## src/rtl/axis_byte_packer_pkg.sv

```systemverilog
// Shared stream definitions for the byte packer: word geometry, accumulator
// state encoding and the byte-lane keep mask.
package axis_byte_packer_pkg;

    localparam int BYTES_PER_WORD = 4;

    typedef enum logic {
        FILL = 1'b0,
        HOLD = 1'b1
    } pack_state_e;

    // Contiguous low mask covering lanes 0..last_lane.
    function automatic logic [BYTES_PER_WORD-1:0] keep_mask(input logic [1:0] last_lane);
        keep_mask = '0;
        for (int i = 0; i < BYTES_PER_WORD; i++) begin
            if (2'(i) <= last_lane) keep_mask[i] = 1'b1;
        end
    endfunction

endpackage

```

## src/rtl/axis_byte_packer_if.sv

```systemverilog
// Byte-in / word-out stream bundle of the byte packer.
// Handshake: a beat transfers on a rising clock edge where tvalid && tready;
// a source holds tvalid and its payload stable until that transfer happens.
interface axis_byte_packer_if;

    logic [7:0]  s_axis_tdata;
    logic        s_axis_tvalid;
    logic        s_axis_tready;
    logic        s_axis_tlast;
    logic [31:0] m_axis_tdata;
    logic [3:0]  m_axis_tkeep;
    logic        m_axis_tvalid;
    logic        m_axis_tready;
    logic        m_axis_tlast;

    modport slave (
        input  s_axis_tdata, s_axis_tvalid, s_axis_tlast, m_axis_tready,
        output s_axis_tready, m_axis_tdata, m_axis_tkeep, m_axis_tvalid, m_axis_tlast
    );

    modport master (
        output s_axis_tdata, s_axis_tvalid, s_axis_tlast, m_axis_tready,
        input  s_axis_tready, m_axis_tdata, m_axis_tkeep, m_axis_tvalid, m_axis_tlast
    );

endinterface

```

## src/rtl/axis_byte_packer.sv

```systemverilog
// Packs an 8-bit byte stream into little-endian 32-bit words with tkeep/tlast,
// padding short final words and counting completed frames.
module axis_byte_packer
    import axis_byte_packer_pkg::pack_state_e, axis_byte_packer_pkg::FILL,
           axis_byte_packer_pkg::HOLD, axis_byte_packer_pkg::keep_mask;
#(
    parameter int         BYTES_PER_WORD = axis_byte_packer_pkg::BYTES_PER_WORD,
    parameter logic [7:0] PAD_BYTE       = 8'h00,
    parameter int         CNT_W          = 16
) (
    input  logic              ACLK,
    input  logic              ARESETN,
    axis_byte_packer_if.slave bus,
    output logic [CNT_W-1:0]  frame_count
);

    localparam logic [1:0] LAST_LANE = 2'(BYTES_PER_WORD - 1);

    typedef logic [BYTES_PER_WORD-1:0][7:0] word_t;

    pack_state_e               state_q;
    logic [1:0]                lane_q;
    word_t                     acc_q;
    word_t                     hold_data_q;
    logic [BYTES_PER_WORD-1:0] hold_keep_q;
    logic                      hold_last_q;
    word_t                     m_data_q;
    logic [BYTES_PER_WORD-1:0] m_keep_q;
    logic                      m_last_q;
    logic                      m_valid_q;
    logic [CNT_W-1:0]          frame_cnt_q;

    logic                      s_ready;
    logic                      accept;
    logic                      complete;
    logic                      out_drain;
    logic                      out_free;
    word_t                     word_d;
    logic [BYTES_PER_WORD-1:0] keep_d;

    // Ready depends only on registered state, so the upstream never sees a
    // combinational path from the downstream ready.
    assign s_ready   = ARESETN && (state_q == FILL);
    assign accept    = s_ready && bus.s_axis_tvalid;
    assign complete  = accept && ((lane_q == LAST_LANE) || bus.s_axis_tlast);
    assign out_drain = m_valid_q && bus.m_axis_tready;
    assign out_free  = !m_valid_q || out_drain;
    assign keep_d    = keep_mask(lane_q);

    always_comb begin
        word_d = '0;
        for (int i = 0; i < BYTES_PER_WORD; i++) begin
            if (2'(i) < lane_q)       word_d[i] = acc_q[i];
            else if (2'(i) == lane_q) word_d[i] = bus.s_axis_tdata;
            else                      word_d[i] = PAD_BYTE;
        end
    end

    always_ff @(posedge ACLK) begin
        if (!ARESETN) begin
            state_q     <= FILL;
            lane_q      <= '0;
            acc_q       <= '0;
            hold_data_q <= '0;
            hold_keep_q <= '0;
            hold_last_q <= 1'b0;
            m_data_q    <= '0;
            m_keep_q    <= '0;
            m_last_q    <= 1'b0;
            m_valid_q   <= 1'b0;
            frame_cnt_q <= '0;
        end else begin
            if (out_drain) begin
                m_valid_q <= 1'b0;
                if (m_last_q) frame_cnt_q <= frame_cnt_q + CNT_W'(1);
            end
            case (state_q)
                FILL: begin
                    if (accept) begin
                        acc_q[lane_q] <= bus.s_axis_tdata;
                        lane_q        <= complete ? 2'd0 : lane_q + 2'd1;
                        if (complete && out_free) begin
                            m_data_q  <= word_d;
                            m_keep_q  <= keep_d;
                            m_last_q  <= bus.s_axis_tlast;
                            m_valid_q <= 1'b1;
                        end else if (complete) begin
                            hold_data_q <= word_d;
                            hold_keep_q <= keep_d;
                            hold_last_q <= bus.s_axis_tlast;
                            state_q     <= HOLD;
                        end
                    end
                end
                HOLD: begin
                    if (out_drain) begin
                        m_data_q  <= hold_data_q;
                        m_keep_q  <= hold_keep_q;
                        m_last_q  <= hold_last_q;
                        m_valid_q <= 1'b1;
                        state_q   <= FILL;
                    end
                end
            endcase
        end
    end

    assign bus.s_axis_tready = s_ready;
    assign bus.m_axis_tdata  = m_data_q;
    assign bus.m_axis_tkeep  = m_keep_q;
    assign bus.m_axis_tlast  = m_last_q;
    assign bus.m_axis_tvalid = m_valid_q;
    assign frame_count       = frame_cnt_q;

endmodule
```

## src/flat_wrapper.sv

```systemverilog
// flat-port wrapper written by rule: the top's interface ports become plain ports
module axis_byte_packer_flat import axis_byte_packer_pkg::pack_state_e, axis_byte_packer_pkg::FILL,
           axis_byte_packer_pkg::HOLD, axis_byte_packer_pkg::keep_mask;
#(
    parameter int         BYTES_PER_WORD = axis_byte_packer_pkg::BYTES_PER_WORD,
    parameter logic [7:0] PAD_BYTE       = 8'h00,
    parameter int         CNT_W          = 16
)
  (ACLK, ARESETN, frame_count, bus_s_axis_tdata, bus_s_axis_tvalid, bus_s_axis_tlast, bus_m_axis_tready, bus_s_axis_tready, bus_m_axis_tdata, bus_m_axis_tkeep, bus_m_axis_tvalid, bus_m_axis_tlast);
  axis_byte_packer_if bus_i ();
  input  logic ACLK;
  input  logic ARESETN;
  output logic [CNT_W-1:0] frame_count;
  input wire logic [$bits(bus_i.s_axis_tdata)-1:0] bus_s_axis_tdata;
  input wire logic [$bits(bus_i.s_axis_tvalid)-1:0] bus_s_axis_tvalid;
  input wire logic [$bits(bus_i.s_axis_tlast)-1:0] bus_s_axis_tlast;
  input wire logic [$bits(bus_i.m_axis_tready)-1:0] bus_m_axis_tready;
  output wire logic [$bits(bus_i.s_axis_tready)-1:0] bus_s_axis_tready;
  output wire logic [$bits(bus_i.m_axis_tdata)-1:0] bus_m_axis_tdata;
  output wire logic [$bits(bus_i.m_axis_tkeep)-1:0] bus_m_axis_tkeep;
  output wire logic [$bits(bus_i.m_axis_tvalid)-1:0] bus_m_axis_tvalid;
  output wire logic [$bits(bus_i.m_axis_tlast)-1:0] bus_m_axis_tlast;
  assign bus_i.s_axis_tdata = bus_s_axis_tdata;
  assign bus_i.s_axis_tvalid = bus_s_axis_tvalid;
  assign bus_i.s_axis_tlast = bus_s_axis_tlast;
  assign bus_i.m_axis_tready = bus_m_axis_tready;
  assign bus_s_axis_tready = bus_i.s_axis_tready;
  assign bus_m_axis_tdata = bus_i.m_axis_tdata;
  assign bus_m_axis_tkeep = bus_i.m_axis_tkeep;
  assign bus_m_axis_tvalid = bus_i.m_axis_tvalid;
  assign bus_m_axis_tlast = bus_i.m_axis_tlast;
  axis_byte_packer #(.BYTES_PER_WORD(BYTES_PER_WORD), .PAD_BYTE(PAD_BYTE), .CNT_W(CNT_W)) u_core (.ACLK(ACLK), .ARESETN(ARESETN), .bus(bus_i), .frame_count(frame_count));
endmodule
```

## config.mk

```make
export PLATFORM = sky130hd
export DESIGN_NAME = axis_byte_packer_flat
export DESIGN_NICKNAME = d
export VERILOG_FILES = /design/src/rtl/axis_byte_packer_pkg.sv /design/src/rtl/axis_byte_packer_if.sv /design/src/rtl/axis_byte_packer.sv /design/src/flat_wrapper.sv
export SDC_FILE = /design/constraint.sdc
export NUM_CORES = 1
export LEC_CHECK = 0
export CAP_MARGIN = 20
export CORE_UTILIZATION = 50
export CTS_CLUSTER_SIZE = 10
export DETAILED_ROUTE_END_ITERATION = 7
export PLACE_DENSITY = 0.76
export SYNTH_ARGS = -nofsm -noshare
export SYNTH_HDL_FRONTEND = slang
export SYNTH_SLANG_ARGS = --single-unit
export TNS_END_PERCENT = 50
```

## constraint.sdc

```tcl
create_clock -name ACLK -period 2 [get_ports ACLK]
set_input_delay 0.4 -clock ACLK [delete_from_list [all_inputs] [get_ports ACLK]]
set_output_delay 0.4 -clock ACLK [all_outputs]
set_load 0.01 [all_outputs]
```

# [Word level (Yosys, flattened, before mapping)]
# Cells that the tools add are included.
[word_totals] reg_bits=126 input_bits=13 out_inout_bits=55 word_cells=93
[op_classes] add_sub_neg=2 magnitude_cmp=10 n_eq_ne=7 muxes=38 bitwise=2 n_reduce_logical=14
[op_table] operator="2-to-1 mux 32 bit" count=3
[op_table] operator="2-to-1 mux 8 bit" count=9
[op_table] operator="case mux 32 bit (2 select lines)" count=1
[op_table] operator="bitwise mux 32 bit" count=1
[op_table] operator="adder 16 x 1 -> 16 bit, second input constant" count=1
[op_table] operator="demux 8 bit (select 2 bit)" count=1
[op_table] operator="2-to-1 mux 1 bit" count=15
[op_table] operator="2-to-1 mux 4 bit" count=3
[op_table] operator="case mux 4 bit (2 select lines)" count=1
[op_table] operator="logical AND 1 bit" count=6
[op_table] operator="case mux 1 bit (2 select lines)" count=3
[op_table] operator="equality test 2 bit, first input constant" count=2
[op_table] operator="<= comparator 1 x 2 -> 1 bit, first input constant" count=2
[op_table] operator="<= comparator 2 bit, first input constant" count=2
[op_table] operator="less-than comparator 1 x 2 -> 1 bit, first input constant" count=2
[op_table] operator="less-than comparator 2 bit, first input constant" count=2
[op_table] operator="inequality test 2 bit, second input constant" count=2
[op_table] operator="AND reduction 2 bit" count=2
[op_table] operator="AND reduction 4 bit" count=1
[op_table] operator="less-than comparator 2 x 3 -> 1 bit, second input constant" count=1
[op_table] operator="AND reduction 3 bit" count=1
[op_table] operator="adder 2 x 1 -> 2 bit, second input constant" count=1
[op_table] operator="equality test 1 x 2 -> 1 bit, first input constant" count=1
[op_table] operator="equality test 2 bit, second input constant" count=1
[op_table] operator="other kinds (7)" count=9

# [Depth between registers and ports, before layout]
[logic_depth] depth_word=8 ltp_mapped=9 depth_no_buf=6

# [Worst setup path after synthesis]
# OpenSTA, ideal clock, no wires.
[synth_path] path_kind="register to register" startpoint="register u_core.lane_q[1]" endpoint="register u_core.m_data_q (netlist bit u_core.bus.m_axis_tdata[13])" setup_ps=136 t_arrival_ps=1940 required_ps=1864 path_slack_ps=-76 stages_incl_launch_ff=9 path_buffers=3 synth_period_minus_slack_ps=2076 cell_sequence="dfxtp_1 -> clkbuf_1 -> buf_1 -> inv_1 -> ha_1 -> nor2b_1 -> clkbuf_1 -> a221oi_1 -> o32ai_1"
[synth_between] elab_chain_len=6 word_cells_on_any_way=13 cone_classes="order compare: 1; eq/ne: 3; mux: 5; reduce/logical: 4"
[synth_lines] item="start, declared" line="axis_byte_packer.sv:22" text="logic [1:0] lane_q;"
[synth_lines] item="start signal, assigned" line="axis_byte_packer.sv:81" text="lane_q <= complete ? 2'd0 : lane_q + 2'd1;"
[synth_lines] item="equality test 1 x 2 -> 1 bit or equality test 2 bit (tied branches)" line="axis_byte_packer.sv:54, axis_byte_packer.sv:45"
[synth_lines] item="2-to-1 mux 8 bit or logical OR 1 bit (tied branches)" line="axis_byte_packer.sv:54, axis_byte_packer.sv:45"
[synth_lines] item="2-to-1 mux 8 bit or logical AND 1 bit (tied branches)" line="axis_byte_packer.sv:53, axis_byte_packer.sv:45"
[synth_lines] item="2-to-1 mux 32 bit or logical AND 1 bit (tied branches)" line="axis_byte_packer.sv:82" text="if (complete && out_free) begin"
[synth_lines] item="2-to-1 mux 32 bit or inequality test 2 bit (tied branches)"
[synth_lines] item="case mux 32 bit (2 select lines) or AND reduction 3 bit (tied branches)"
[synth_lines] item="end signal, assigned" line="axis_byte_packer.sv:83" text="m_data_q <= word_d;"
[synth_lines] item="end signal, assigned" line="axis_byte_packer.sv:97" text="m_data_q <= hold_data_q;"
[synth_lines] item="end, declared" line="axis_byte_packer.sv:27" text="word_t m_data_q;"
# Parallel ways exist; a longest one is shown, timed or not. The select of a mux whose other input is x is not followed.
# A chain may end at the register's enable or synchronous reset.

# [Worst setup path after layout]
[layout_path] startpoint="register u_core.frame_cnt_q[11], in the netlist u_core.frame_count[11]" endpoint="output frame_count[11]"
[layout_lines] item="start, declared" line="axis_byte_packer.sv:31" text="logic [CNT_W-1:0] frame_cnt_q;"
[layout_lines] item="start signal, assigned" line="axis_byte_packer.sv:75" text="if (m_last_q) frame_cnt_q <= frame_cnt_q + CNT_W'(1);"
[layout_lines] item="end, declared" line="flat_wrapper.sv:13" text="output logic [CNT_W-1:0] frame_count;"
# No word-level cell between the ends.

==> reports/qor.yml <==
outcome:
  run_status: "finished clean"
clock_network:
  clk_path_buf_depth: 2
  inserted_clock_buffers: 17
  cts.clk_slew.worst_paths_ns: 0.05
  cts.sink_count: 118
  clock_latency_ns: 0.51
  cts_hold_buf: 0
  cts_tree: "built"
  clock_tree.htree_level_count: 4
  clock_tree.root_cell: "clkbuf_8"
power:
  irDropWorstVdd_uv: 589
  clock_share_of_power: 0.527
  cell_internal_pwr_w: 0.00463
  combinationalPowerShare: 0.063
  total_switching_power_w: 0.00126
  power_per_cell_area_mw_per_mm2: 880
  leakage_nw: 2.43
  sequential_power_share: 0.410
  sw_frac_of_total: 0.214
layout:
  layout.cells.non_filler: 829
  finish.instance_area_mm2: 0.00669
  design.final.nets: 703
  antenna_cells_inserted: 0
  area_growth_pct: 30.1
  final_layout_size_suffix_gt1_frac: 0.119
floorplan:
  die_area_mm2: 0.0107
  core.rowCount: 36
  floorplan.die.height_um: 103
  num_io_pins: 68
  core-area_mm2: 0.00986
  floorplan.initialDensity: 0.522
  chipWidth_um: 103
critical_path:
  critical_path_buf_inv_count: 1
  critPathSlowestCell: "clkdlybuf4s50_1"
  timing_worst_setup_path_type: "register to output port"
  critical_path_arrival_ns: 1.52
  worstPathRequired_ns: 1.60
  worst_setup_path_end_kind: "output port"
  timing.critical_path.slowest_cell_delay_ns: 0.58
  crit_path_start_kind: "register"
  timing.critical_path.max_delay_family: "buffers and inverters"
  timing.critical_path.cells: "clkdlybuf4s50_1"
  crit_path_max_fanout: 6
drt:
  detail_route.first_pass.iterations: 7
  avgRoutedWirePerCell_um: 16.1
  drc: 0
  detailedRoute.firstIterationViolations: 274
  number_of_nets_still_failing_antenna_checks_after_routing: 0
  route.detailed.vias_per_inst: 5.67
  finalWirelength_um: 13400
  route.vias.total: 4704
timing:
  timing.final.setup_violations: 0
  period_needed_ns: 1.92
  finalWorstSetupSlack_ns: 0.0800
  timing_worst_slew_pin_value_ns: 0.521
  timing.hold.ws_ns: 0.453
  timing.max_slew.rel_slack: 0.651
  fmax_ghz: 0.521
  final_cycle_share: 0.960
  finalMaxSlewViolations: 0
  finalClockSkew_ns: 0.00980
  final_hold_viol_count: 0
  setup_repair_after_global_routing_missed_its_margin: "false"
placed_design:
  dp.final_hpwl_um: 8540
  finalWeightedCongestion: 0.816
  port_buffers: 67
  dp_slack_ns: -0.122
  detailed_place.area_mm2: 0.00607
  post-place-cells: 798
logic_synthesis:
  ys.flop_type: "dfxtp_1"
  synth_edf_count: 0
  synthTopCellsByArea: "dfxtp_1, nand2_1, a21oi_1"
  synth_async_sr_flop_share: 0
  syn-cell-area_mm2: 0.00514
  netlist.top_cell.by_area: "dfxtp_1"
  synth_seq_cells: 118
  synth.avg_cell_area_um2: 8.37
  yosys.area.top_type_share: 0.459
  synth.net_count: 634
  warning_count_from_the_yosys_run: 0
  synth.lib_cells_used.distinct: 39
  synth.yosys.seq_area_share: 0.459
  syn_inst: 615
grt:
  first_global_vias: 4434
  total_gr_overflow: 0
  wire_length_of_the_first_global_routing_pass_um: 21500
  globalRouteTotalUtil: 0.264
  grt_start_max_net_pins: 47
  grt_antenna_before_repair: 0
hold_path:
  worst_hold_path_type: "register to register"
flow_run:
  max_cap_violations: 0
state kept, by name (all words and copies together), names as in the netlist:
| register | flops |
|---|---|
| u_core.lane_q | 2 |
| u_core.hold_data_q | 32 |
| u_core.bus.m_axis_tlast | 1 |
| u_core.acc_q | 24 |
| u_core.hold_keep_q | 4 |
| u_core.hold_last_q | 1 |
| u_core.bus.m_axis_tvalid | 1 |
| u_core.state_q | 1 |
| u_core.bus.m_axis_tkeep | 4 |
| u_core.frame_count | 16 |
| u_core.bus.m_axis_tdata | 32 |
power by group through the flow:
stage | Sequential, W | Combinational (W) | Clock [W]
2_1_floorplan | 0.00247 | 0.000196 | 0
3_3_place_gp | 0.00246 | 0.000357 | 0
3_5_place_dp | 0.00246 | 0.000364 | 0
4_1_cts | 0.00241 | 0.000368 | 0.00312
5_1_grt | 0.00242 | 0.000401 | 0.00324
6_report | 0.00242 | 0.000371 | 0.00310
worst reg2reg max path: cells and delay by family (launching register included):
family | cells | cell delay (ns)
AND/OR/NAND/NOR | 4 | 0.63
buffers and inverters | 2 | 0.47
flip-flops | 1 | 0.44
adder cells (fa/ha/maj) | 1 | 0.28
cells by family (layout without fill, tap and decap cells):
group / after synthesis / after routing / synth area share
muxes: 24 / 24 / 0.0467
xor gates and xnor gates: 9 / 9 / 0.0153
adders and majority gates: 6 / 6 / 0.0146
buffers and inverters: 65 / 146 / 0.0554
and+or+nand+nor: 255 / 255 / 0.220
AOI/OAI and AO/OA: 138 / 138 / 0.188
DFF: 118 / 118 / 0.459
synthesized netlist by cell type, drive strengths merged, types with 7 or more instances:
cell / instances
a211oi: 20
a21oi: 51
a221oi: 30
buf: 26
clkbuf: 32
dfxtp: 118
inv: 7
mux2i: 24
nand2: 114
nand3: 15
nor2: 67
nor2b: 17
nor3: 19
o21ai: 17
o32ai: 15
xnor2: 7
per-stage QoR:
step / total power, W / util / setup TNS (ns)
6_report: 0.00589 / 0.678 / 0
5_1_grt: 0.00606 / 0.678 / 0
4_1_cts: 0.00591 / 0.677 / 0
3_5_place_dp: 0.00283 / 0.616 / -2.85
3_3_place_gp: 0.00282 / 0.616 / -1.66
2_1_floorplan: 0.00266 / - / 0
cell type report:
cell class | instances | area (um2)
clock buffers | 23 | 457
clock inverters | 8 | 148
fillers | 764 | 3170
inverters | 7 | 26.3
multi-input cells | 432 | 2510
flip-flops and latches | 118 | 2370
well taps | 133 | 166
repair buffers | 108 | 1020
placed cells by master, fill, tap and decap left out, types with 5 or more instances in the layout:
master	instances
nor2_1	67
o21ai_0	17
mux2i_1	24
nor3_1	19
a21oi_1	51
nand2b_1	5
xnor2_1	7
o32ai_1	15
a221oi_1	23
dfxtp_1	114
ha_1	6
a221oi_2	7
buf_4	37
a211oi_1	20
inv_1	6
nand2_1	114
clkdlybuf4s50_1	66
nor2b_1	17
nand3_1	15
clkbuf_16	16
metal layers:
layer	wire (um)	vias to the layer above	track usage	part of all wire
met5	0	-	0	0
li1	-	2289	-	-
met2	6610	142	0.442	0.49
met3	639	31	0.0491	0.048
met1	5740	2242	0.324	0.43
met4	393	0	0.140	0.029
worst paths after layout:
path                          startpoint                    end  slack (ns)  cells after the start
setup / recovery  u_core.frame_count[11]        frame_count[11]        0.08                      1
hold / removal           u_core.acc_q[3]        u_core.acc_q[3]        0.45                      2
setup reg to reg        u_core.lane_q[0]  u_core.hold_data_q[8]        0.10                      7
hold reg to reg          u_core.acc_q[3]        u_core.acc_q[3]        0.45                      2
timing repair:
item | CTS | global route
buffers inserted | 0 | 0
setup endpoints to repair | 2 | 13
gates cloned | 0 | 0
gates resized for setup | 2 | 4
Note: power is estimated with default switching activity, not from simulation.
